===== config.mk =====
export PLATFORM = sky130hd
export DESIGN_NAME = bip2_core
export DESIGN_NICKNAME = d
export VERILOG_FILES = /design/src/rtl/bip2_pkg.sv /design/src/rtl/bip2_alu.sv /design/src/rtl/bip2_core.sv
export SDC_FILE = /design/constraint.sdc
export NUM_CORES = 1
export LEC_CHECK = 0
export ABC_CLOCK_PERIOD_IN_PS = 6020
export BUFFER_PORTS_ARGS = -buffer_cell sky130_fd_sc_hd__clkbuf_2
export CORE_UTILIZATION = 60
export DETAILED_ROUTE_END_ITERATION = 10
export PLACE_DENSITY_LB_ADDON = 0.15
export SLEW_MARGIN = 20
export SYNTH_ARGS = -nofsm -noshare
export SYNTH_HDL_FRONTEND = slang
export SYNTH_SLANG_ARGS = --single-unit

===== constraint.sdc =====
create_clock -name clk_i -period 6.02 [get_ports clk_i]
set_input_delay 0.301 -clock clk_i [delete_from_list [all_inputs] [get_ports clk_i]]
set_output_delay 0.301 -clock clk_i [all_outputs]
set_load 0.05 [all_outputs]

===== src/rtl/bip2_pkg.sv =====
// bip2_pkg: shared types and decode helpers for the bip2 accumulator core.
// Optional logic/shift instructions are enabled with `define BIP2_LOGIC_EN.
package bip2_pkg;

    localparam int OPC_W = 5;

    typedef enum logic [OPC_W-1:0] {
        OP_HLT  = 5'b00000,
        OP_STO  = 5'b00001,
        OP_LD   = 5'b00010,
        OP_LDI  = 5'b00011,
        OP_ADD  = 5'b00100,
        OP_ADDI = 5'b00101,
        OP_SUB  = 5'b00110,
        OP_SUBI = 5'b00111,
        OP_BEQ  = 5'b01000,
        OP_BNE  = 5'b01001,
        OP_BGT  = 5'b01010,
        OP_BGE  = 5'b01011,
        OP_BLT  = 5'b01100,
        OP_BLE  = 5'b01101,
        OP_JMP  = 5'b01110,
        OP_AND  = 5'b01111,
        OP_ANDI = 5'b10000,
        OP_OR   = 5'b10001,
        OP_ORI  = 5'b10010,
        OP_XOR  = 5'b10011,
        OP_XORI = 5'b10100,
        OP_NOT  = 5'b10101,
        OP_SLL  = 5'b10110,
        OP_SRL  = 5'b10111
    } opcode_e;

    typedef enum logic [1:0] {
        FETCH,
        EXEC,
        MEM,
        HALT
    } state_e;

    // Branch/jump decision from the current flags; non-branch opcodes never take.
    function automatic logic branch_taken(input opcode_e op, input logic z, input logic n);
        case (op)
            OP_BEQ:  return z;
            OP_BNE:  return !z;
            OP_BGT:  return !n && !z;
            OP_BGE:  return !n;
            OP_BLT:  return n;
            OP_BLE:  return n || z;
            OP_JMP:  return 1'b1;
            default: return 1'b0;
        endcase
    endfunction

    // Opcodes that need a data-memory access before they can complete.
    function automatic logic is_mem_op(input opcode_e op);
        case (op)
            OP_STO, OP_LD, OP_ADD, OP_SUB: return 1'b1;
`ifdef BIP2_LOGIC_EN
            OP_AND, OP_OR, OP_XOR:         return 1'b1;
`endif
            default:                       return 1'b0;
        endcase
    endfunction

endpackage


===== src/rtl/bip2_alu.sv =====
// bip2_alu: combinational accumulator datapath. Produces the new ACC value,
// an ACC write enable and the Z/N flags of the result.
// Logic/shift opcodes exist only when BIP2_LOGIC_EN is defined.
module bip2_alu
    import bip2_pkg::*;
#(
    parameter int DATA_W = 16
) (
    input  logic [DATA_W-1:0]       acc,
    input  logic [DATA_W-OPC_W-1:0] operand,
    input  logic [DATA_W-1:0]       mdata,
    input  opcode_e                 op,
    output logic [DATA_W-1:0]       result,
    output logic                    wr_en,
    output logic                    zero,
    output logic                    neg
);

    localparam int OPND_W = DATA_W - OPC_W;

    logic [DATA_W-1:0] imm_s;
    assign imm_s = {{OPC_W{operand[OPND_W-1]}}, operand};

`ifdef BIP2_LOGIC_EN
    logic [DATA_W-1:0] imm_z;
    assign imm_z = {{OPC_W{1'b0}}, operand};
`endif

    // Result select per opcode; anything that does not write ACC leaves wr_en low.
    always_comb begin
        // NOTE: every output gets a default before the case so no path can infer a latch.
        result = acc;
        wr_en  = 1'b0;
        case (op)
            OP_LDI:  begin result = imm_s;         wr_en = 1'b1; end
            OP_ADDI: begin result = acc + imm_s;   wr_en = 1'b1; end
            OP_SUBI: begin result = acc - imm_s;   wr_en = 1'b1; end
            OP_LD:   begin result = mdata;         wr_en = 1'b1; end
            OP_ADD:  begin result = acc + mdata;   wr_en = 1'b1; end
            OP_SUB:  begin result = acc - mdata;   wr_en = 1'b1; end
`ifdef BIP2_LOGIC_EN
            OP_AND:  begin result = acc & mdata;   wr_en = 1'b1; end
            OP_ANDI: begin result = acc & imm_z;   wr_en = 1'b1; end
            OP_OR:   begin result = acc | mdata;   wr_en = 1'b1; end
            OP_ORI:  begin result = acc | imm_z;   wr_en = 1'b1; end
            OP_XOR:  begin result = acc ^ mdata;   wr_en = 1'b1; end
            OP_XORI: begin result = acc ^ imm_z;   wr_en = 1'b1; end
            OP_NOT:  begin result = ~acc;          wr_en = 1'b1; end
            OP_SLL:  begin result = acc << operand[3:0]; wr_en = 1'b1; end
            OP_SRL:  begin result = acc >> operand[3:0]; wr_en = 1'b1; end
`endif
            default: begin result = acc;           wr_en = 1'b0; end
        endcase
    end

    assign zero = (result == '0);
    assign neg  = result[DATA_W-1];

endmodule


===== src/rtl/bip2_core.sv =====
// bip2_core: accumulator processor with FETCH/EXEC/MEM/HALT sequencing and
// req/ready instruction and data ports that tolerate any number of wait states.
// Define BIP2_LOGIC_EN to add the AND/OR/XOR/NOT/shift instructions.
module bip2_core
    import bip2_pkg::*;
#(
    parameter int DATA_W = 16,
    parameter int ADDR_W = 11
) (
    input  logic              clk_i,
    input  logic              rst_i,
    output logic              imem_req_o,
    output logic [ADDR_W-1:0] imem_addr_o,
    input  logic              imem_ready_i,
    input  logic [DATA_W-1:0] imem_data_i,
    output logic              dmem_req_o,
    output logic              dmem_we_o,
    output logic [ADDR_W-1:0] dmem_addr_o,
    output logic [DATA_W-1:0] dmem_wdata_o,
    input  logic              dmem_ready_i,
    input  logic [DATA_W-1:0] dmem_rdata_i,
    output logic [ADDR_W-1:0] pc_o,
    output logic [DATA_W-1:0] acc_o,
    output logic [1:0]        flags_o,
    output logic              halt_o
);

    localparam int OPND_W = DATA_W - OPC_W;

    if (ADDR_W > OPND_W) begin : g_bad_cfg
        $error("bip2_core: ADDR_W must not exceed DATA_W-5");
    end

    state_e            state_q, state_d;
    logic [ADDR_W-1:0] pc_q, pc_d, pc_inc;
    logic [DATA_W-1:0] acc_q, acc_d;
    logic [DATA_W-1:0] ir_q, ir_d;
    logic              z_q, z_d, n_q, n_d;
    logic              imem_req_q, imem_req_d;
    logic              dmem_req_q, dmem_req_d;
    logic              dmem_we_q, dmem_we_d;

    opcode_e           op;
    logic [OPND_W-1:0] operand;
    logic [DATA_W-1:0] alu_res;
    logic              alu_wr, alu_z, alu_n;

    assign op      = opcode_e'(ir_q[DATA_W-1 -: OPC_W]);
    assign operand = ir_q[OPND_W-1:0];
    assign pc_inc  = pc_q + ADDR_W'(1);

    bip2_alu #(
        .DATA_W (DATA_W)
    ) u_alu (
        .acc     (acc_q),
        .operand (operand),
        .mdata   (dmem_rdata_i),
        .op      (op),
        .result  (alu_res),
        .wr_en   (alu_wr),
        .zero    (alu_z),
        .neg     (alu_n)
    );

    // Register all architectural state and the request/strobe outputs.
    always_ff @(posedge clk_i or negedge rst_i) begin
        if (!rst_i) begin
            state_q    <= FETCH;
            pc_q       <= '0;
            acc_q      <= '0;
            ir_q       <= '0;
            z_q        <= 1'b0;
            n_q        <= 1'b0;
            imem_req_q <= 1'b0;
            dmem_req_q <= 1'b0;
            dmem_we_q  <= 1'b0;
        end else begin
            // NOTE: non-blocking updates keep every flop sampling pre-edge values.
            state_q    <= state_d;
            pc_q       <= pc_d;
            acc_q      <= acc_d;
            ir_q       <= ir_d;
            z_q        <= z_d;
            n_q        <= n_d;
            imem_req_q <= imem_req_d;
            dmem_req_q <= dmem_req_d;
            dmem_we_q  <= dmem_we_d;
        end
    end

    // Next-state and next-register logic; requests are raised one state ahead so
    // they are already asserted (and stable) on the first cycle of FETCH/MEM.
    always_comb begin
        state_d    = state_q;
        pc_d       = pc_q;
        acc_d      = acc_q;
        ir_d       = ir_q;
        z_d        = z_q;
        n_d        = n_q;
        imem_req_d = imem_req_q;
        dmem_req_d = dmem_req_q;
        dmem_we_d  = dmem_we_q;
        case (state_q)
            FETCH: begin
                imem_req_d = 1'b1;
                if (imem_req_q && imem_ready_i) begin
                    ir_d       = imem_data_i;
                    imem_req_d = 1'b0;
                    state_d    = EXEC;
                end
            end
            EXEC: begin
                if (op == OP_HLT) begin
                    pc_d    = pc_inc;
                    state_d = HALT;
                end else if (is_mem_op(op)) begin
                    dmem_req_d = 1'b1;
                    dmem_we_d  = (op == OP_STO);
                    state_d    = MEM;
                end else begin
                    pc_d       = branch_taken(op, z_q, n_q) ? operand[ADDR_W-1:0] : pc_inc;
                    imem_req_d = 1'b1;
                    state_d    = FETCH;
                    if (alu_wr) begin
                        acc_d = alu_res;
                        z_d   = alu_z;
                        n_d   = alu_n;
                    end
                end
            end
            MEM: begin
                if (dmem_req_q && dmem_ready_i) begin
                    if (alu_wr) begin
                        acc_d = alu_res;
                        z_d   = alu_z;
                        n_d   = alu_n;
                    end
                    dmem_req_d = 1'b0;
                    dmem_we_d  = 1'b0;
                    pc_d       = pc_inc;
                    imem_req_d = 1'b1;
                    state_d    = FETCH;
                end
            end
            HALT: begin
                imem_req_d = 1'b0;
                dmem_req_d = 1'b0;
            end
            default: state_d = FETCH;
        endcase
    end

    // Data address and write data come straight from IR/ACC, which cannot change
    // while a data request is outstanding.
    assign imem_req_o   = imem_req_q;
    assign imem_addr_o  = pc_q;
    assign dmem_req_o   = dmem_req_q;
    assign dmem_we_o    = dmem_we_q;
    assign dmem_addr_o  = ir_q[ADDR_W-1:0];
    assign dmem_wdata_o = acc_q;
    assign pc_o         = pc_q;
    assign acc_o        = acc_q;
    assign flags_o      = {n_q, z_q};
    assign halt_o       = (state_q == HALT);

endmodule


# Word-level counts from Yosys, hierarchy flattened
# Cells that the tools add are included.
# op_classes
reduce_logical	21
muxes	46
eq_ne	23
addsub	5
# ops
operator	count
16-bit one-hot mux with 6 select lines	1
16-bit 2-to-1 mux	4
11-bit 2-to-1 mux	4
5-bit by 4-bit == test with 1-bit output, second input constant	7
16-bit adder	2
16-bit one-hot mux with 2 select lines	1
16-bit subtractor	2
1-bit 2-to-1 mux	24
11-bit one-hot mux with 2 select lines	1
5-bit by 3-bit == test with 1-bit output, second input constant	4
16-bit zero test	1
4-bit AND reduction	3
11-bit by 1-bit adder with 11-bit output, second input constant	1
5-bit by 2-bit == test with 1-bit output, second input constant	2
2-bit != test, second input constant	5
3-bit AND reduction	3
2-bit 2-to-1 mux	4
1-bit one-hot mux with 7 select lines	1
1-bit one-hot mux with 2 select lines	3
2-bit one-hot mux with 3 select lines	1
3-bit nonzero test	2
6-bit OR reduction	1
5-bit by 1-bit == test with 1-bit output, second input constant	1
5-bit zero test	1
other kinds (12)	16
# totals
reg_bits	50
wordCells	104
inputBits	36
output_inout_bits	71

# Depth between registers and ports, before layout
# logic_depth
word_depth	12
depth_mapped	18
ltp_nobuf	18

# Hierarchy
# A second synthesis with hierarchy kept.
# unflattened
cells_unflattened	554
hier_area_um2	4823.4
# modules_own_cells
mod	seq_area_each_um2	area_each_um2	cells_each	n_inst
bip2_core	1251.2	2758.9	239	1
bip2_alu	0.0	2064.5	315	1

# Least setup slack after synthesis
# Ideal clock, no wire load.
# synth_timing
path_type	flip-flop to flip-flop
from	register ir_q[15]
to	register z_q
n_path_buf	1
stages_incl_launch_ff	17
period_less_slack_ns	3.844
arrival_ns	3.743
required_ns	5.919
path_slack_ns	2.176
setup_ns	0.101
path_cell_list	dfrtp_1 -> or3b_1 -> clkbuf_8 -> nor2_1 -> nand2_1 -> o21ai_0 -> ha_1 -> inv_1 -> fa_1 -> a211oi_2 -> o21ai_1 -> a2111oi_0 -> a21oi_1 -> mux2i_1 -> a221oi_1 -> nand4_1 -> o32ai_1
# synth_via
elab_chain_len	7
elab_cells_between_ends	24
cone_classes	9 x eq/ne; 10 x mux; 5 x reduce/logical
# synth_rtl
element	line	rtl
start: declaration	bip2_core.sv:37	logic [DATA_W-1:0] ir_q, ir_d;
start signal: assignment	bip2_core.sv:82	ir_q <= ir_d;
5-bit by 3-bit == test with 1-bit output (tied with other cells)	bip2_pkg.sv:57, bip2_alu.sv:34	
16-bit one-hot mux with 6 select lines (tied with other cells)	bip2_alu.sv:34	case (op)
16-bit zero test (tied with other cells)	bip2_alu.sv:56	assign zero = (result == '0);
1-bit 2-to-1 mux, on equally long branches	bip2_core.sv:124, bip2_core.sv:133, bip2_core.sv:113	
1-bit 2-to-1 mux, on equally long branches	bip2_core.sv:116, bip2_core.sv:103	
1-bit 2-to-1 mux or 2-bit != test (tied branches)	--	
1-bit one-hot mux with 2 select lines or 4-bit AND reduction (tied branches)	--	
end signal: assignment	bip2_core.sv:83	z_q <= z_d;
end: declaration	bip2_core.sv:38	logic z_q, z_d, n_q, n_d;
# Several ways; a longest one is shown, not always the timed one. The select of a mux whose other input is x is not followed.
# A chain may end at the register's enable or synchronous reset.

# Worst setup path after layout
# layout_timing
from	register ir_q[13]
to	register z_q
# Same word-level chain as after synthesis.

==> impl_metrics.toml <==
[run_status]
status = "finished clean"

[worst_setup_path]
worstSetupPathType = "reg2reg"
endpoint_kind = "flip-flop"
critPathLaunchType = "flip-flop"
arrival_ps = 5080
ff2ff_path_depth = 15
worstPathRequired_ps = 6240
reg2reg_from = "ir_q[13]"
crit_fanout = 22
reg2reg_to = "z_q"
ff2ff_setup_slack_ps = 1160

[cells_and_area]
regArea_um2 = 1230
multiInputGateArea_um2 = 2950
fin_area_um2 = 5040
instances_no_fill = 714
drive_gt1_share_pct = 26.2
insertedDiodeCount = 0
fillers = 652
fin_nets = 674
area.growth.synth_to_final_pct = 7.38

[yosys]
netlist.area_leader.share_pct = 26.1
yosysMostFrequentCell = "a21oi_1"
synth_area_um2 = 4700
synth-seq-area-share_pct = 26.1
synth_edf_count = 0
async_flop_share_pct = 100
synth_fp_nets = 624
yosys.area.top_type = "dfrtp_1"
post_synth_inst_count = 564
ys_types = 72
synthTopCellsByArea = "dfrtp_1, a21oi_1, buf_4"
synth_ff_type = "dfrtp_1"
synthTopCellsByCount = "a21oi_1, dfrtp_1, buf_4, nand2_1, nor2_1"
ys_warn_count = 0
synth-seq-cells = 49
avgSynthCellArea_um2 = 8.33

[routing]
route.detailed.drc = 0
vias = 4507
drt_wl_total_mm = 12.4
drt_iter0_markers = 370
wire_per_inst_um = 17.4
antenna_left = 0
vias_per_cell = 6.31
drtPass1Iterations = 5

[global_routing]
grt.overflow.total = 0
antenna_found_initial = 0
grtUsageMet1_pct = 42.7
met2_usage_pct = 49.8
grt_pass1_wl_mm = 20.5
track_usage_pct = 30.8
use_met3_pct = 3.11
grt_pass1_vias = 4168
globalRoute.busiestLayer = "met2"
grt_max_degree = 50

[clocking]
cts_setup_buffers = 0
tritoncts = "yes"
cts_max_path_buffers = 2
cts_num_sinks = 49
clkTransAtPathRegs_ps = 100
cts_max_level = 2
clk_latency_ps = 310
cts_buffers = 5
cts_resized = 0
hold_buffers = 0
cts.root.buffer_cell = "clkbuf_8"

[place]
dp.cells = 706
postPlaceCellArea_um2 = 4950
place_hpwl_mm = 9.08
io_buffers = 106
place_congestion = 0.961

[worst_hold_path]
hp-class = "in2async"

[timing]
finalMaxSlewViolations = 0
rsz0062_at_grt = "no"
hold_viol = 0
whs_ps = 82.7
max_slew.worst_pin.slew_ps = 1050
tns_ps = 0
skew_ps = 10.4
finalCritPeriodShare_pct = 80.8
slew_headroom_pct = 29.6
period_minus_slack_ps = 4860
clock.fmax_mhz = 206
setup_violations = 0

[floorplan]
die_x_um = 90.5
core-area_um2 = 7410
dieArea_um2 = 8180
fp.dieH_um = 90.5
pin_count = 107
start_util_pct = 63.4
rows = 31

[pwr]
pwr_density_cell_nw_per_um2 = 115
power_mw = 0.578
leakage_nw = 2.37
ir_drop_v = 0.000107

[run]
cap_viol_max_count = 0
-- critical path: stages, from the launching register on --
cell and delay (ps):
dfrtp_1 580, or3b_1 740, nor2_1 500, nand2_1 90, o21ai_0 90, ha_1 210
inv_1 60, fa_1 410, a211oi_2 330, o21ai_1 240, a2111oi_0 490, a21oi_1 110
mux2i_1 140, a221oi_1 350, nand4_1 140, o32ai_1 280
-- worst max-delay path by stage --
stage / from / end / slack [ps] / depth (start not counted)
after floorplan: ir_q[15] / z_q / 2180 / 16
after global placement: ir_q[13] / z_q / 1480 / 15
after detailed placement: ir_q[13] / z_q / 1240 / 15
final: ir_q[13] / z_q / 1160 / 15
after CTS: ir_q[13] / z_q / 1190 / 15
after global routing: ir_q[13] / z_q / 710 / 15
-- final cells by class --
class                      count  area share (%)
clock buffer                   5            1.36
clock inverter                 3           0.447
inverter                      19            1.41
multi-input combinational    426            58.4
sequential                    49            24.3
tap                           99            2.46
timing repair buffer         113            11.6
-- stage by stage --
step | worst slack (ps) | utilization [%]
3_3_place_gp | 1480 | 66.8
6_report | 1160 | 68.1
5_1_grt | 705 | 68.1
4_1_cts | 1190 | 68.1
3_5_place_dp | 1240 | 66.8
2_1_floorplan | 2180 | -
-- logic make-up after synthesis --
logic type | Yosys count | share of synthesized area (%)
flops | 49 | 26.1
mux | 37 | 8.55
buf+inv | 89 | 11.4
fa+ha+maj | 24 | 6.55
xor+xnor | 24 | 4.48
simple gates | 159 | 18.3
compound gates | 182 | 24.7
-- cell usage in the layout (no fill, tap or decap), drive strengths merged, types with 7 or more instances in the layout --
| master | instances |
|---|---|
| clkbuf | 111 |
| o22ai | 8 |
| ha | 23 |
| a21oi | 63 |
| nand2 | 37 |
| inv | 19 |
| nor3 | 18 |
| xor2 | 14 |
| o21ai | 46 |
| dfrtp | 49 |
| buf | 7 |
| nor2 | 36 |
| nand3 | 15 |
| a221oi | 10 |
| mux2 | 25 |
| xnor2 | 10 |
| mux2i | 12 |
-- state kept, by name, indices dropped and copies added (netlist names) --
register / count
n_q: 1
imem_req_o: 1
z_q: 1
dmem_req_o: 1
state_q: 2
acc_o: 15
imem_addr_o: 11
ir_q: 16
dmem_we_o: 1
-- per-layer routing --
layer	vias up	routed length [um]
met5	-	0
met4	0	248
met3	28	855
met2	219	5740
met1	2112	5560
li1	2148	-
-- power by group --
part | switching, mW | leakage, nW | internal, mW
clock | 0.126 | 0.0481 | 0.0829
combinational | 0.0250 | 1.66 | 0.0159
sequential | 0 | 0.664 | 0.329
Power figures use the tool's default switching activity.
